File: config.mk
export PLATFORM = sky130hd
export DESIGN_NAME = alu_sweep_sequencer
export DESIGN_NICKNAME = d
export VERILOG_FILES = /design/src/rtl/alu_seq_pkg.sv /design/src/rtl/alu_result_buf.sv /design/src/rtl/alu_sweep_sequencer.sv
export SDC_FILE = /design/constraint.sdc
export NUM_CORES = 1
export LEC_CHECK = 0
export BUFFER_PORTS_ARGS = -buffer_cell sky130_fd_sc_hd__buf_2
export CORE_UTILIZATION = 55
export CTS_CLUSTER_DIAMETER = 80
export DETAILED_ROUTE_END_ITERATION = 6
export GPL_TIMING_DRIVEN = 0
export PLACE_DENSITY = 0.76
export SLEW_MARGIN = 20
export SYNTH_ARGS = -nofsm -noshare
export SYNTH_HDL_FRONTEND = slang
export SYNTH_HIERARCHICAL = 1
export SYNTH_SLANG_ARGS = --single-unit
File: constraint.sdc
create_clock -name clk -period 3.73 [get_ports clk]
set_clock_uncertainty 0.05 [all_clocks]
set_input_delay 0.746 -clock clk [delete_from_list [all_inputs] [get_ports clk]]
set_output_delay 0.746 -clock clk [all_outputs]
set_load 0.01 [all_outputs]
File: src/rtl/alu_seq_pkg.sv
// Shared types and sizes for the ALU sweep sequencer and its result buffer.
package alu_seq_pkg;

    localparam int DATA_W  = 8;
    localparam int SEL_W   = 4;
    localparam int NUM_OPS = 2 ** SEL_W;

    localparam logic [SEL_W-1:0] LAST_SEL = SEL_W'(NUM_OPS - 1);

    // Sequencer states; ST_ prefix keeps WAIT clear of the wait keyword.
    typedef enum logic [1:0] {
        ST_IDLE    = 2'd0,
        ST_WAIT    = 2'd1,
        ST_CAPTURE = 2'd2,
        ST_DONE    = 2'd3
    } state_t;

    // One captured ALU result (25 bits with the default sizes).
    typedef struct packed {
        logic [DATA_W-1:0]   out;
        logic [2*DATA_W-1:0] mul;
        logic                carry;
    } result_t;

    // Build a result entry from the individual ALU outputs.
    function automatic result_t pack_result(
        input logic [DATA_W-1:0]   out,
        input logic [2*DATA_W-1:0] mul,
        input logic                carry
    );
        result_t r;
        r.out   = out;
        r.mul   = mul;
        r.carry = carry;
        return r;
    endfunction

endpackage

File: src/rtl/alu_result_buf.sv
// Result register file: one entry per opcode, a valid mask that can be
// cleared in one cycle, and a registered read port with read-before-write
// behaviour on a same-cycle address collision.
module alu_result_buf
    import alu_seq_pkg::*;
(
    input  logic             clk,
    input  logic             rst,
    input  logic             clr,
    input  logic             we,
    input  logic [SEL_W-1:0] waddr,
    input  result_t          wdata,
    input  logic [SEL_W-1:0] raddr,
    output result_t          rdata,
    output logic             rvalid
);

    result_t              mem [NUM_OPS];
    logic [NUM_OPS-1:0]   valid;

    // Data storage: no reset, the valid mask decides whether an entry means anything.
    always_ff @(posedge clk) begin
        if (we) begin
            mem[waddr] <= wdata;
        end
    end

    // Valid mask: clear-all on a new sweep, set per entry as it is captured.
    always_ff @(posedge clk or posedge rst) begin
        if (rst) begin
            valid <= '0;
        end else if (clr) begin
            valid <= '0;
        end else if (we) begin
            valid[waddr] <= 1'b1;
        end
    end

    // Registered read; non-blocking update means a colliding write is not yet visible.
    always_ff @(posedge clk or posedge rst) begin
        if (rst) begin
            rdata  <= '0;
            rvalid <= 1'b0;
        end else begin
            rdata  <= mem[raddr];
            rvalid <= valid[raddr];
        end
    end

endmodule

File: src/rtl/alu_sweep_sequencer.sv
// On start, latches an operand pair, steps the ALU opcode through every
// value, waits SETTLE cycles per opcode and captures the ALU results into
// a readable buffer. SETTLE must lie in 1..15.
module alu_sweep_sequencer
    import alu_seq_pkg::*;
#(
    parameter int SETTLE = 2
) (
    input  logic                clk,
    input  logic                rst,
    input  logic                start,
    input  logic [DATA_W-1:0]   a_in,
    input  logic [DATA_W-1:0]   b_in,
    output logic                busy,
    output logic                done,
    output logic [DATA_W-1:0]   alu_a,
    output logic [DATA_W-1:0]   alu_b,
    output logic [SEL_W-1:0]    alu_sel,
    input  logic [DATA_W-1:0]   alu_out,
    input  logic [2*DATA_W-1:0] alu_mul,
    input  logic                alu_carry,
    input  logic [SEL_W-1:0]    rd_addr,
    output logic [DATA_W-1:0]   rd_out,
    output logic [2*DATA_W-1:0] rd_mul,
    output logic                rd_carry,
    output logic                rd_valid
);

    // Counter reload: WAIT runs SETTLE cycles, counting SETTLE-1 down to 0.
    localparam logic [3:0] SETTLE_LD = 4'(SETTLE - 1);

    state_t     state;
    logic [3:0] settle_cnt;

    logic       buf_clr;
    logic       buf_we;
    result_t    buf_wdata;
    result_t    buf_rdata;

    // Sequencer FSM with registered handshake and ALU drive outputs.
    always_ff @(posedge clk or posedge rst) begin
        if (rst) begin
            state      <= ST_IDLE;
            busy       <= 1'b0;
            done       <= 1'b0;
            alu_a      <= '0;
            alu_b      <= '0;
            alu_sel    <= '0;
            settle_cnt <= '0;
        end else begin
            case (state)
                ST_IDLE: begin
                    done <= 1'b0;
                    if (start) begin
                        alu_a      <= a_in;
                        alu_b      <= b_in;
                        alu_sel    <= '0;
                        settle_cnt <= SETTLE_LD;
                        busy       <= 1'b1;
                        state      <= ST_WAIT;
                    end
                end
                ST_WAIT: begin
                    if (settle_cnt == 4'd0) begin
                        state <= ST_CAPTURE;
                    end else begin
                        settle_cnt <= settle_cnt - 4'd1;
                    end
                end
                ST_CAPTURE: begin
                    // Last opcode ends the sweep; alu_sel holds rather than wrapping.
                    if (alu_sel == LAST_SEL) begin
                        busy  <= 1'b0;
                        done  <= 1'b1;
                        state <= ST_DONE;
                    end else begin
                        alu_sel    <= alu_sel + 1'b1;
                        settle_cnt <= SETTLE_LD;
                        state      <= ST_WAIT;
                    end
                end
                ST_DONE: begin
                    // start is deliberately ignored here; a new sweep waits for IDLE.
                    done  <= 1'b0;
                    state <= ST_IDLE;
                end
                default: begin
                    busy  <= 1'b0;
                    done  <= 1'b0;
                    state <= ST_IDLE;
                end
            endcase
        end
    end

    // Buffer control decoded from the current state.
    always_comb begin
        buf_clr   = (state == ST_IDLE) && start;
        buf_we    = (state == ST_CAPTURE);
        buf_wdata = pack_result(alu_out, alu_mul, alu_carry);
    end

    alu_result_buf u_buf (
        .clk    (clk),
        .rst    (rst),
        .clr    (buf_clr),
        .we     (buf_we),
        .waddr  (alu_sel),
        .wdata  (buf_wdata),
        .raddr  (rd_addr),
        .rdata  (buf_rdata),
        .rvalid (rd_valid)
    );

    assign rd_out   = buf_rdata.out;
    assign rd_mul   = buf_rdata.mul;
    assign rd_carry = buf_rdata.carry;

endmodule

==> impl_metrics.ini <==
[drt]
wl_mm = 38.1
drtAntennaViolNets = 0
first_pass_iters = 5
drt-wirelength-per-cell_um = 26.4
viasPerCell = 6.22
vias = 8980
initialDrtViolationCount = 729
drc_errors = 0

[critical_path]
cp_cell_sequence = inv_1 -> ha_1 -> or3b_2 -> nor3_2 -> buf_6 -> buf_4
cpPeakStageDelay_ns = 0.62
worstPathArrival_ns = 3.07
required_ns = 3.92
cp-start-kind = flop
path_class = reg -> reg
reg2reg_slack_ns = 0.85
critPathBufInv = 3
cp_slowest_cell = or3b_2
crit_path_end_kind = flop
critPathMaxFanout = 11
r2r_cells = 6
timing.rr.start = state[0]
path_delay_family = simple AND/OR/NAND/NOR gates
reg2reg_to = u_buf/mem[0][13]

[final_layout]
antenna-diode-count = 0
final_common_cell = edfxtp_1
postLayoutCoreUtil_pct = 65.5
finalNetCount = 1061
syn_to_final_growth_pct = 16.8
drive_gt1_share_pct = 33.8
final_cell_mix = 400 x edfxtp_1, 106 x buf_2, 104 x mux4_2

[timing]
period_needed_ns = 2.88
slew_violations = 0
relSlewSlack_pct = 43.2
fin_setup_tns_ns = 0
holdWs_ns = 0.238
period_share_pct = 77.2
hold_viol = 0
setup_viol = 0
max_freq_ghz = 0.347
grt_setup_unrepaired = false
layout_setup_ws_ns = 0.849
tightest_slew_ns = 0.848

[floorplanning]
die_h_um = 182
initial_core_util_pct = 56.1
core.rowCount = 65
design.core.area_um2 = 31600
die_width_um = 182
die_area_um2 = 33000
ioPinCount = 96

[power_and_ir_drop]
p_leak_uw = 0.00718
irDropWorstVdd_mv = 0.485
p_seq_share_pct = 51.0
switching_share_pct = 23.5
power_density_nw_per_um2 = 594
p_total_uw = 12300
p_switching_uw = 2900
p_int_uw = 9410
combPwrFrac_pct = 12.0
clkPwrFrac_pct = 37.0

[placed_design]
hpwl_mm = 23.7
io_buffer_count = 93
dp_worst_setup_slack_ns = 0.858
place.gp.congestion = 0.755

[global_route]
antenna_found_initial = 0
grt_pass1_wl_mm = 58.2
first_global_vias = 9487
grt-ovfl-total = 0
grt_max_degree = 43
grt_usage_pct = 24.1

[clock_tree]
clkTransAtPathRegs_ns = 0.06
hold_buffers = 0
cts_max_path_buffers = 3
cts.sinks = 470
post-cts-setup-buffer-count = 0
clock-root-buffer = clkbuf_16
ctsResizeCount = 0
htree_levels = 2
cts_made_buffers = 46
cts_tree = done
clock_latency_ns = 0.54

[worst_hold_path]
hold_class = in -> async

[logic_synthesis]
netlist_instances = 843
ys_seq_area_share_pct = 77.6
synth_nets = 896
synth.distinct_cells = 38
yosysWarnings = 6
synth_top_area_share_pct = 67.7
syn_area_um2 = 17700
synth.avg_cell_area_um2 = 21.0
synth.largest_area_cell = edfxtp_1
synthTopCellsByArea = edfxtp_1 68%, mux4_2 13%, dfrtp_1 9.9%
ys_seq_elements = 470

[outcome]
status = finished, final reports clean

[job]
cap_violations = 0
-- power by group through the flow --
stage	clock, uW	sequential, uW	combinational [uW]
floorplan	0	6420	827
global placement	0	6380	1340
detailed placement	0	6380	1480
CTS	4620	6280	1490
global route	4820	6320	1600
finish	4550	6280	1470
-- state kept, by name, summed over array words and instances (netlist names), 2 cells and up --
name	cells
alu_b	8
settle_cnt	4
u_buf/mem	400
alu_a	8
u_buf/valid	16
alu_sel	4
state	2
u_buf/rdata	25
-- cells in the mapped netlist, drive strengths merged --
| cell | count |
|---|---|
| and3b | 2 |
| nand3b | 4 |
| nor2b | 6 |
| buf | 24 |
| mux4 | 104 |
| mux2 | 17 |
| o21ai | 5 |
| nor3b | 1 |
| and3 | 2 |
| nand2 | 42 |
| nand4 | 4 |
| nor3 | 5 |
| o22ai | 1 |
| or3b | 2 |
| a31o | 1 |
| a31oi | 5 |
| o211ai | 1 |
| nand2b | 4 |
| nand3 | 4 |
| dfrtp | 70 |
| a22o | 3 |
| edfxtp | 400 |
| ha | 5 |
| a21oi | 19 |
| o311ai | 1 |
| nor2 | 31 |
| clkbuf | 17 |
| inv | 8 |
| and2 | 2 |
| o32a | 1 |
| a22oi | 52 |
-- metal layers --
layer	up-vias	global-route usage (%)	wire length, um
met1	4709	33.0	15200
met3	68	4.55	2730
met4	0	6.51	861
met5	-	0	0
li1	3785	-	-
met2	418	40.2	19400
-- area by class of cell --
cell class              count  area (um2)
plain buffers              41         224
clock buffers              64        1330
clock inverters            17         164
fillers                  2026       10900
inverters                   8        32.5
multi-input cells         324        3830
flip-flops and latches    470       13800
well taps                 402         503
repair buffers            117         871
-- logic make-up after synthesis --
logic type,count (synthesis),synth area share [%]
AOI/OAI and AO/OA,89,3.46
adders and majority gates,5,0.353
buffers and inverters,49,1.43
DFF,470,77.6
muxes,121,14.3
and+or+nand+nor,109,2.89
-- worst max-delay path by stage --
stage,from,end,slack (ns),depth (start not counted)
2_1_floorplan,state[0],u_buf/mem[0][0],0.24,4
3_3_place_gp,state[0],u_buf/mem[0][10],-1.62,4
3_5_place_dp,state[0],u_buf/mem[0][11],0.86,6
4_1_cts,state[0],u_buf/mem[0][15],0.84,6
5_1_grt,state[0],u_buf/mem[0][15],0.73,6
6_report,state[0],u_buf/mem[0][13],0.85,6
-- stage by stage --
step	area [um2]	std cells
floorplan	17700	843
global placement	18700	1338
detailed placement	19200	1362
CTS	20700	1443
global route	20700	1443
finish	20700	1443
(Power assumes the default switching activity.)
